<file path="config.mk">
export PLATFORM = sky130hd
export DESIGN_NAME = dma_read_arbiter
export DESIGN_NICKNAME = d
export VERILOG_FILES = /design/src/rtl/dma_read_arbiter.sv
export SDC_FILE = /design/constraint.sdc
export NUM_CORES = 1
export LEC_CHECK = 0
export CORE_MARGIN = 4
export CORE_UTILIZATION = 43
export DETAILED_ROUTE_END_ITERATION = 6
export GPL_TIMING_DRIVEN = 0
export HOLD_SLACK_MARGIN = 0.08
export PLACE_DENSITY_LB_ADDON = 0.08
export SLEW_MARGIN = 15
export SYNTH_ARGS = -nofsm -noshare
export SYNTH_HDL_FRONTEND = slang
export SYNTH_SLANG_ARGS = --single-unit
</file>
<file path="constraint.sdc">
create_clock -name clk -period 6.4 [get_ports clk]
set_input_delay 0.96 -clock clk [delete_from_list [all_inputs] [get_ports clk]]
set_output_delay 0.96 -clock clk [all_outputs]
set_load 0.01 [all_outputs]
</file>
<file path="src/rtl/dma_read_arbiter.sv">
// Round-robin arbiter sharing one external read channel between conv1/conv2/ip1 DMA requesters.
// Request to mem_rd_req_o: 1 cycle; return data to layer: 0 cycles; backpressure by holding ISSUE until mem_rd_ack_i.
module dma_read_arbiter #(
    parameter int N_REQ      = 3,
    parameter int ADDR_WIDTH = 32,
    parameter int LEN_WIDTH  = 16,
    parameter int DATA_WIDTH = 16
) (
    input  logic                        clk,
    input  logic                        rst,
    input  logic [N_REQ-1:0]            req_i,
    input  logic [N_REQ*ADDR_WIDTH-1:0] req_addr_i,
    input  logic [N_REQ*LEN_WIDTH-1:0]  req_len_i,
    output logic [N_REQ-1:0]            req_ack_o,
    output logic [DATA_WIDTH-1:0]       req_dout_o,
    output logic [N_REQ-1:0]            req_dout_en_o,
    output logic [N_REQ-1:0]            req_dout_eop_o,
    output logic                        mem_rd_req_o,
    output logic [ADDR_WIDTH-1:0]       mem_rd_addr_o,
    output logic [LEN_WIDTH-1:0]        mem_rd_len_o,
    input  logic                        mem_rd_ack_i,
    input  logic [DATA_WIDTH-1:0]       mem_rd_data_i,
    input  logic                        mem_rd_en_i,
    input  logic                        mem_rd_eop_i,
    output logic                        busy_o,
    output logic [1:0]                  grant_o,
    output logic                        err_o,
    input  logic                        err_clr_i
);

    typedef enum logic [1:0] {S_IDLE, S_ISSUE, S_XFER, S_ZLEN} state_t;

    localparam logic [LEN_WIDTH:0] CNT_MAX   = '1;
    localparam logic [1:0]         GRANT_RST = 2'(N_REQ - 1);

    state_t                  state_q, state_d;
    logic [1:0]              grant_q, grant_d;
    logic [ADDR_WIDTH-1:0]   addr_q, addr_d;
    logic [LEN_WIDTH-1:0]    len_q, len_d;
    logic [LEN_WIDTH:0]      cnt_q, cnt_d;
    logic                    ack_q, ack_d;
    logic                    err_q, err_d;

    logic                    win_vld;
    logic [1:0]              win_idx;
    int                      cand;
    logic [ADDR_WIDTH-1:0]   sel_addr;
    logic [LEN_WIDTH-1:0]    sel_len;
    logic [N_REQ-1:0]        gmask;
    logic [LEN_WIDTH:0]      cnt_inc;
    logic                    err_set;
    logic                    xfer, zlen;

    // Walk from furthest to nearest so the requester closest after last grant wins.
    always_comb begin
        win_vld = 1'b0;
        win_idx = grant_q;
        cand    = 0;
        for (int k = N_REQ; k >= 1; k--) begin
            cand = int'(grant_q) + k;
            if (cand >= N_REQ) cand = cand - N_REQ;
            if (req_i[cand[1:0]]) begin
                win_vld = 1'b1;
                win_idx = cand[1:0];
            end
        end
    end

    always_comb begin
        sel_addr = '0;
        sel_len  = '0;
        gmask    = '0;
        for (int i = 0; i < N_REQ; i++) begin
            if (int'(win_idx) == i) begin
                sel_addr = req_addr_i[i*ADDR_WIDTH +: ADDR_WIDTH];
                sel_len  = req_len_i[i*LEN_WIDTH +: LEN_WIDTH];
            end
            gmask[i] = (int'(grant_q) == i);
        end
    end

    assign cnt_inc = (cnt_q == CNT_MAX) ? cnt_q : cnt_q + 1'b1;

    always_comb begin
        state_d = state_q;
        grant_d = grant_q;
        addr_d  = addr_q;
        len_d   = len_q;
        cnt_d   = cnt_q;
        ack_d   = 1'b0;
        err_set = 1'b0;
        case (state_q)
            S_IDLE: begin
                if (win_vld) begin
                    grant_d = win_idx;
                    addr_d  = sel_addr;
                    len_d   = sel_len;
                    state_d = (sel_len == '0) ? S_ZLEN : S_ISSUE;
                end
            end
            S_ISSUE: begin
                if (mem_rd_ack_i) begin
                    ack_d   = 1'b1;
                    cnt_d   = '0;
                    state_d = S_XFER;
                end
            end
            S_XFER: begin
                if (mem_rd_en_i) begin
                    cnt_d = cnt_inc;
                    if (mem_rd_eop_i) begin
                        err_set = (cnt_inc != {1'b0, len_q});
                        state_d = S_IDLE;
                    end else if (cnt_inc >= {1'b0, len_q}) begin
                        // Length exhausted but no eop yet: flag and keep forwarding.
                        err_set = 1'b1;
                    end
                end
            end
            S_ZLEN:  state_d = S_IDLE;
            default: state_d = S_IDLE;
        endcase
        err_d = (err_q & ~err_clr_i) | err_set;
    end

    always_ff @(posedge clk or posedge rst) begin
        if (rst) begin
            state_q <= S_IDLE;
            grant_q <= GRANT_RST;
            addr_q  <= '0;
            len_q   <= '0;
            cnt_q   <= '0;
            ack_q   <= 1'b0;
            err_q   <= 1'b0;
        end else begin
            state_q <= state_d;
            grant_q <= grant_d;
            addr_q  <= addr_d;
            len_q   <= len_d;
            cnt_q   <= cnt_d;
            ack_q   <= ack_d;
            err_q   <= err_d;
        end
    end

    assign xfer           = (state_q == S_XFER);
    assign zlen           = (state_q == S_ZLEN);
    assign busy_o         = (state_q != S_IDLE);
    assign mem_rd_req_o   = (state_q == S_ISSUE);
    assign mem_rd_addr_o  = addr_q;
    assign mem_rd_len_o   = len_q;
    assign grant_o        = grant_q;
    assign err_o          = err_q;
    assign req_ack_o      = (ack_q || zlen) ? gmask : '0;
    assign req_dout_en_o  = (xfer && mem_rd_en_i) ? gmask : '0;
    assign req_dout_eop_o = ((xfer && mem_rd_en_i && mem_rd_eop_i) || zlen) ? gmask : '0;
    assign req_dout_o     = xfer ? mem_rd_data_i : '0;

endmodule

</file>
==> results.json, run 1 <==
{
  "run_status": "finished, violations left",
  "violations_in_the_final_reports": "design-rule violations",
  "clock_tree.buffer_depth": 2,
  "grt_pass1_wl_mm": 27.6,
  "tritoncts_num_sinks": 71,
  "areaGrowthSynthToFinish_pct": 65.0,
  "crit_arrival_ns": 4.48,
  "tightest_slew_ns": 0.614,
  "design.final.nets": 948,
  "drv_cap": 0,
  "post_synth_num_cell_types": 48,
  "worst_ep_required_time_ns": 6.65,
  "achievable-frequency_mhz": 236,
  "setup_ws_ns": 2.16,
  "io_buffer_count": 246,
  "postSynthRegisterBits": 71,
  "cts_tree": "yes",
  "portion_of_synthesized_cell_area_occupied_by_the_leading_cell_type_pct": 39.2,
  "h-tree-depth": 3,
  "final-setup-viol-count": 0,
  "cp_max_fo": 9,
  "design.core.area_mm2": 0.00995,
  "postSynth.asyncResetShare_pct": 100,
  "mappedNetlistNets": 690,
  "final_layout_size_suffix_gt1_share_pct": 4.47,
  "syn-mean-instance-area_um2": 8.97,
  "ant_nets": 0,
  "final-max-slew-violation-count": 0,
  "synth-edff-count": 0,
  "place.gp.congestion": 0.894,
  "rsz0062_at_grt": "no",
  "grt_overflow": 0,
  "reg2reg_setup_slack_ns": 2.16,
  "num_antenna_cells": 0,
  "critPathCaptureType": "flip-flop",
  "grt_start_max_net_pins": 40,
  "first_iter_violations": 596,
  "avgViaCountPerCell": 5.88,
  "worst_setup_path_start_kind": "flip-flop",
  "synth_area_mm2": 0.00447,
  "yosys_warnings": 0,
  "clk_root_buffer_cell": "sky130_fd_sc_hd__clkbuf_8",
  "route.final.wire_length_mm": 18.0,
  "cts-resized-gates": 0,
  "synth_area_leader_cell": "sky130_fd_sc_hd__dfrtp_1",
  "worstHoldPathType": "reg2reg",
  "final_cell_area_mm2": 0.00738,
  "post-route-drc-count": 1,
  "first_global_vias": 5438,
  "slew_headroom_pct": 59.1,
  "fin_setup_tns_ns": 0,
  "synth_ff_type": "sky130_fd_sc_hd__dfrtp_1",
  "final.hold.worst_slack_ns": 0.531,
  "die_x_um": 110,
  "number_of_cells_on_the_worst_reg_to_reg_path": 16,
  "core.rowCount": 36,
  "r2r_start": "cnt_q[0]$_DFFE_PP0P_",
  "maximum_vdd_drop_v": 0.000301,
  "die-area_mm2": 0.0121,
  "num-fill-cells": 772,
  "route.vias.total": 5257,
  "yosysSeqAreaShare_pct": 39.8,
  "worst_setup_hold_path_clk_slew_ns": 0.08,
  "place_worst_setup_slack_ns": 2.22,
  "grt_antenna_before_repair": 0,
  "power_density_normalized_to_cell_area_mw_per_mm2": 511,
  "post-cts-setup-buffers": 0,
  "track_usage_pct": 30.0,
  "worstHoldStart": "mem_rd_addr_o[24]$_DFFE_PP0P_",
  "static-leakage-power_nw": 3.11,
  "place_hpwl_mm": 14.1,
  "finalWorstPathRequiredPeriod_ns": 4.24,
  "design.portCount": 247,
  "height_of_the_chip_um": 110,
  "numCtsBuffers": 9,
  "drt-wirelength-per-cell_um": 20.1,
  "post_synth_main_area_contributors": "sky130_fd_sc_hd__dfrtp_1 39%, sky130_fd_sc_hd__a222oi_1 10%, sky130_fd_sc_hd__a21oi_1 6.8%",
  "reg2reg_to": "err_o$_DFF_PP0_",
  "detailed_place.area_mm2": 0.00712,
  "report.final.hold_viol_count": 0,
  "finClkSkew_ns": 0.00968,
  "worst_hold_path.num_cells": 2,
  "fin_crit_sh_pct": 66.2,
  "cts_hold_repair.buffers": 0,
  "worst_case_hold_path_end_point": "mem_rd_addr_o[24]$_DFFE_PP0P_",
  "floorplan.initialDensity_pct": 44.9,
  "drt-pass1-iter-count": 7,
  "synth_cells": 498,
  "timing_worst_setup_path_type": "reg2reg",
  "insertion_delay_ns": 0.36
}
[flip-flops by register name (all words and copies together), names as in the netlist]
register	cells
cnt_q	17
grant_o	2
ack_q	1
err_o	1
state_q	2
mem_rd_addr_o	32
mem_rd_len_o	16
[cell families after synthesis]
| logic type | Yosys count | synth area share, % |
|---|---|---|
| and+or+nand+nor | 162 | 17.8 |
| buffers and inverters | 55 | 4.84 |
| AOI/OAI and AO/OA | 165 | 26.5 |
| adders and majority gates | 23 | 6.44 |
| xor gates and xnor gates | 15 | 2.94 |
| DFF | 71 | 39.8 |
| muxes | 7 | 1.68 |
[power by group]
group          total [mW]  internal [mW]  switching [mW]  leakage [nW]
Clock               0.460          0.280           0.179         0.130
Sequential          0.796          0.649           0.148         0.849
Combinational        2.51           1.10            1.41          2.13
[Yosys cell counts, drive strengths merged, types with 7 or more instances]
cell and instances:
a21o 9, a21oi 61, a222oi 45, a22o 8, and2 24, and3 10
clkbuf 28, dfrtp 70, ha 23, inv 22, nand2 22, nand3 11
nand4 8, nor2 66, nor2b 7, o21ai 19, xnor2 10
[critical path, stage by stage, from the launching register on]
cell                      delay (ns)
sky130_fd_sc_hd__dfrtp_1        0.45
sky130_fd_sc_hd__ha_1           0.27
sky130_fd_sc_hd__and4_1         0.21
sky130_fd_sc_hd__and3_1         0.19
sky130_fd_sc_hd__nand3_1        0.27
sky130_fd_sc_hd__nand4_1        0.23
sky130_fd_sc_hd__nor2_1         0.40
sky130_fd_sc_hd__nand3_1        0.17
sky130_fd_sc_hd__xnor2_1        0.19
sky130_fd_sc_hd__ha_1           0.33
sky130_fd_sc_hd__nand4_1        0.12
sky130_fd_sc_hd__nor4_1         0.53
sky130_fd_sc_hd__a21oi_1        0.17
sky130_fd_sc_hd__and3_1         0.22
sky130_fd_sc_hd__nand2_1        0.08
sky130_fd_sc_hd__nand3_1        0.08
sky130_fd_sc_hd__a31o_2         0.22
[worst max path at each step]
stage                              start              end  slack, ns  depth (start not counted)
finish              cnt_q[0]$_DFFE_PP0P_  err_o$_DFF_PP0_       2.16                         16
global route        cnt_q[0]$_DFFE_PP0P_  err_o$_DFF_PP0_       1.80                         16
CTS                 cnt_q[0]$_DFFE_PP0P_  err_o$_DFF_PP0_       2.18                         16
detailed placement  cnt_q[0]$_DFFE_PP0P_  err_o$_DFF_PP0_       2.22                         16
global placement    cnt_q[0]$_DFFE_PP0P_  err_o$_DFF_PP0_       2.43                         16
floorplan           cnt_q[0]$_DFFE_PP0P_  err_o$_DFF_PP0_       2.98                         16
[routing by layer]
metal	track usage [%]	routed length, µm
met4	14.1	804
met1	33.3	6310
met3	8.16	1740
met2	52.8	9120
met5	0	0
[cell type report]
type,instances,area [µm²],area share [%]
timing repair buffer,247,2480,33.7
multi-input combinational,372,2470,33.6
sequential,71,1780,24.1
tap,133,166,2.26
clock buffer,11,151,2.05
buffer,33,134,1.82
clock inverter,5,104,1.41
inverter,22,85.1,1.15
[metrics by stage]
stage	std cells	utilization (%)	total power, mW
3_5_place_dp	878	71.5	3.26
5_1_grt	894	74.1	4.03
6_report	894	74.1	3.77
2_1_floorplan	498	-	2.22
3_3_place_gp	877	71.3	3.20
4_1_cts	894	74.1	3.74
[cell usage in the layout (no fill, tap or decap), types with 5 or more instances in the layout]
| cell type | instances |
|---|---|
| sky130_fd_sc_hd__o31ai_1 | 5 |
| sky130_fd_sc_hd__inv_1 | 21 |
| sky130_fd_sc_hd__nand4_1 | 8 |
| sky130_fd_sc_hd__nor2_1 | 65 |
| sky130_fd_sc_hd__a21o_1 | 9 |
| sky130_fd_sc_hd__ha_1 | 23 |
| sky130_fd_sc_hd__nand3_1 | 11 |
| sky130_fd_sc_hd__and3_1 | 10 |
| sky130_fd_sc_hd__xor2_1 | 5 |
| sky130_fd_sc_hd__o21ai_0 | 19 |
| sky130_fd_sc_hd__nor2b_1 | 7 |
| sky130_fd_sc_hd__xnor2_1 | 10 |
| sky130_fd_sc_hd__clkbuf_8 | 11 |
| sky130_fd_sc_hd__a222oi_1 | 45 |
| sky130_fd_sc_hd__clkdlybuf4s50_1 | 246 |
| sky130_fd_sc_hd__a21oi_1 | 61 |
| sky130_fd_sc_hd__clkbuf_1 | 28 |
| sky130_fd_sc_hd__and2_1 | 23 |
| sky130_fd_sc_hd__dfrtp_1 | 70 |
| sky130_fd_sc_hd__nand2_1 | 22 |
| sky130_fd_sc_hd__a22o_1 | 8 |
Power figures use the tool's default switching activity.
==> run 2: changes to the inputs <==
- CORE_UTILIZATION: 43 -> 36
- clock period: 6.4 -> 3.8 ns (I/O delays scaled with it)
==> results.json, run 2 (synthesis gave the netlist of run 1 again) <==
{
  "design.core.area_mm2": 0.0121,
  "track_usage_pct": 24.6,
  "final-setup-viol-count": 0,
  "static-leakage-power_nw": 3.18,
  "finalWorstPathRequiredPeriod_ns": 3.67,
  "max_reg_flops": 32,
  "wl_met1_mm": 6.77,
  "finClkSkew_ns": 0.00562,
  "reg2reg_to": "err_o$_DFF_PP0_",
  "die_x_um": 119,
  "num_antenna_cells": 0,
  "worst_ep_required_time_ns": 4.02,
  "final_common_cell": "sky130_fd_sc_hd__clkdlybuf4s50_1",
  "clk_root_buffer_cell": "sky130_fd_sc_hd__clkbuf_16",
  "fin_crit_sh_pct": 96.6,
  "drt-wirelength-per-cell_um": 19.4,
  "worst_setup_path_start_kind": "flip-flop",
  "floorplan.initialDensity_pct": 37.1,
  "grt_start_max_net_pins": 58,
  "number_of_cells_on_the_worst_reg_to_reg_path": 17,
  "tritoncts_num_sinks": 71,
  "power_density_normalized_to_cell_area_mw_per_mm2": 851,
  "height_of_the_chip_um": 119,
  "seq_power_share_pct": 20.8,
  "top_signal_layer_used": "met4",
  "met2_length_mm": 9.25,
  "report.final.hold_viol_count": 0,
  "core.rowCount": 40,
  "worst_setup_hold_path_clk_slew_ns": 0.06,
  "first_iter_violations": 536,
  "final_cell_area_mm2": 0.00760,
  "critPathCaptureType": "flip-flop",
  "numCtsBuffers": 9,
  "final_layout_size_suffix_gt1_share_pct": 6.90,
  "detailed_place.area_mm2": 0.00717,
  "h-tree-depth": 3,
  "grt_antenna_before_repair": 0,
  "design.portCount": 247,
  "areaGrowthSynthToFinish_pct": 70.0,
  "first_global_vias": 5354,
  "tightest_slew_ns": 0.612,
  "violations_in_the_final_reports": "design-rule violations",
  "post-route-drc-count": 5,
  "crit_arrival_ns": 3.89,
  "slew_headroom_pct": 59.2,
  "switching_share_pct": 45.8,
  "place.gp.congestion": 0.884,
  "run_status": "finished, violations left",
  "grt_overflow": 0,
  "design.final.nets": 955,
  "io_buffer_count": 246,
  "ant_nets": 0,
  "route.vias.total": 5165,
  "reg2reg_setup_slack_ns": 0.13,
  "num-fill-cells": 1032,
  "cts_hold_repair.buffers": 0,
  "insertion_delay_ns": 0.34,
  "route.final.wire_length_mm": 18.2,
  "pwr-share-clk_pct": 13.2,
  "setup_ws_ns": 0.128,
  "met3WireLength_mm": 1.54,
  "drv_cap": 0,
  "achievable-frequency_mhz": 272,
  "net-switching-power_mw": 2.96,
  "clock_tree.buffer_depth": 2,
  "power.combinational.fraction_pct": 66.0,
  "worstHoldPathType": "in2async",
  "final_cell_mix": "246 x sky130_fd_sc_hd__clkdlybuf4s50_1, 69 x sky130_fd_sc_hd__dfrtp_1, 64 x sky130_fd_sc_hd__nor2_1",
  "place_hpwl_mm": 14.3,
  "r2r_start": "cnt_q[0]$_DFFE_PP0P_",
  "maximum_vdd_drop_v": 0.000412,
  "cp_max_fo": 7,
  "avgViaCountPerCell": 5.52,
  "place_worst_setup_slack_ns": -0.298,
  "die-area_mm2": 0.0143,
  "grt_pass1_wl_mm": 27.8,
  "cts_tree": "yes",
  "p_int_mw": 3.50,
  "timing_worst_setup_path_type": "reg2reg",
  "drt-pass1-iter-count": 7,
  "final-max-slew-violation-count": 0
}
## run 2: cell count changes in the layout (fill, tap and decap cells not counted), sizes merged
cell	previous run	this run
buf	6	14
clkbuf	39	36
bufinv	3	1
clkinvlp	0	2
clkinv	2	3
inv	22	23
## run 2: stage by stage
| step | utilization, % | std cells | setup TNS (ns) | hold slack (ns) | power, mW |
|---|---|---|---|---|---|
| 2_1_floorplan | - | 498 | 0 | 0.478 | 3.74 |
| 3_3_place_gp | 59.2 | 912 | -0.222 | 0.502 | 5.43 |
| 3_5_place_dp | 59.5 | 913 | -0.298 | 0.517 | 5.52 |
| 4_1_cts | 62.2 | 930 | 0 | 0.504 | 6.41 |
| 5_1_grt | 63.0 | 936 | -0.0233 | 0.530 | 6.94 |
| 6_report | 63.0 | 936 | 0 | 0.508 | 6.46 |
## run 2: timing repair
item                                   in CTS  in global routing
resized for setup                           5                 11
buffers inserted                            1                  7
setup endpoints to repair                   1                 21
endpoints found under the hold margin       0                  0
pin swaps                                   1                  9
cloned                                      0                  0
## run 2: layer usage
| metal | track usage [%] | vias up |
|---|---|---|
| li1 | - | 2404 |
| met1 | 27.5 | 2400 |
| met2 | 43.8 | 312 |
| met3 | 7.26 | 49 |
| met4 | 9.74 | 0 |
| met5 | 0 | - |
## run 2: critical path, stage by stage, from the launching register on
cell and delay [ns]:
sky130_fd_sc_hd__dfrtp_2 0.44, sky130_fd_sc_hd__ha_2 0.21, sky130_fd_sc_hd__and4_1 0.20, sky130_fd_sc_hd__and3_4 0.19, sky130_fd_sc_hd__nand3_4 0.09, sky130_fd_sc_hd__nand4_1 0.23
sky130_fd_sc_hd__buf_4 0.21, sky130_fd_sc_hd__buf_4 0.12, sky130_fd_sc_hd__nor2_1 0.11, sky130_fd_sc_hd__xor2_1 0.24, sky130_fd_sc_hd__ha_1 0.29, sky130_fd_sc_hd__nand4_1 0.17
sky130_fd_sc_hd__nor4_4 0.06, sky130_fd_sc_hd__or4_1 0.39, sky130_fd_sc_hd__and3_1 0.21, sky130_fd_sc_hd__nand2_1 0.08, sky130_fd_sc_hd__nand3_1 0.10, sky130_fd_sc_hd__a31o_2 0.23
## run 2: cell type report
type	count	area (µm²)	share of cell area, %
sequential	71	1780	23.4
inverter	22	85.1	1.12
tap	168	210	2.77
timing repair buffer	255	2550	33.6
clock inverter	7	72.6	0.955
clock buffer	9	225	2.96
multi-input combinational	372	2540	33.5
buffer	32	131	1.73
## run 2: worst max path at each step
stage                     cells after the start              end            startpoint
after floorplan                              16  err_o$_DFF_PP0_  cnt_q[0]$_DFFE_PP0P_
after global placement                       16  err_o$_DFF_PP0_  cnt_q[0]$_DFFE_PP0P_
after detailed placement                     16  err_o$_DFF_PP0_  cnt_q[0]$_DFFE_PP0P_
after CTS                                    16  err_o$_DFF_PP0_  cnt_q[0]$_DFFE_PP0P_
after global routing                         17  err_o$_DFF_PP0_  cnt_q[0]$_DFFE_PP0P_
final                                        17  err_o$_DFF_PP0_  cnt_q[0]$_DFFE_PP0P_
## run 2: power groups by stage
stage / sequential, mW / clock [mW] / combinational, mW
2_1_floorplan: 1.42 / 0 / 2.32
3_3_place_gp: 1.34 / 0 / 4.09
3_5_place_dp: 1.35 / 0 / 4.17
4_1_cts: 1.34 / 0.867 / 4.20
5_1_grt: 1.39 / 0.906 / 4.65
6_report: 1.34 / 0.856 / 4.26
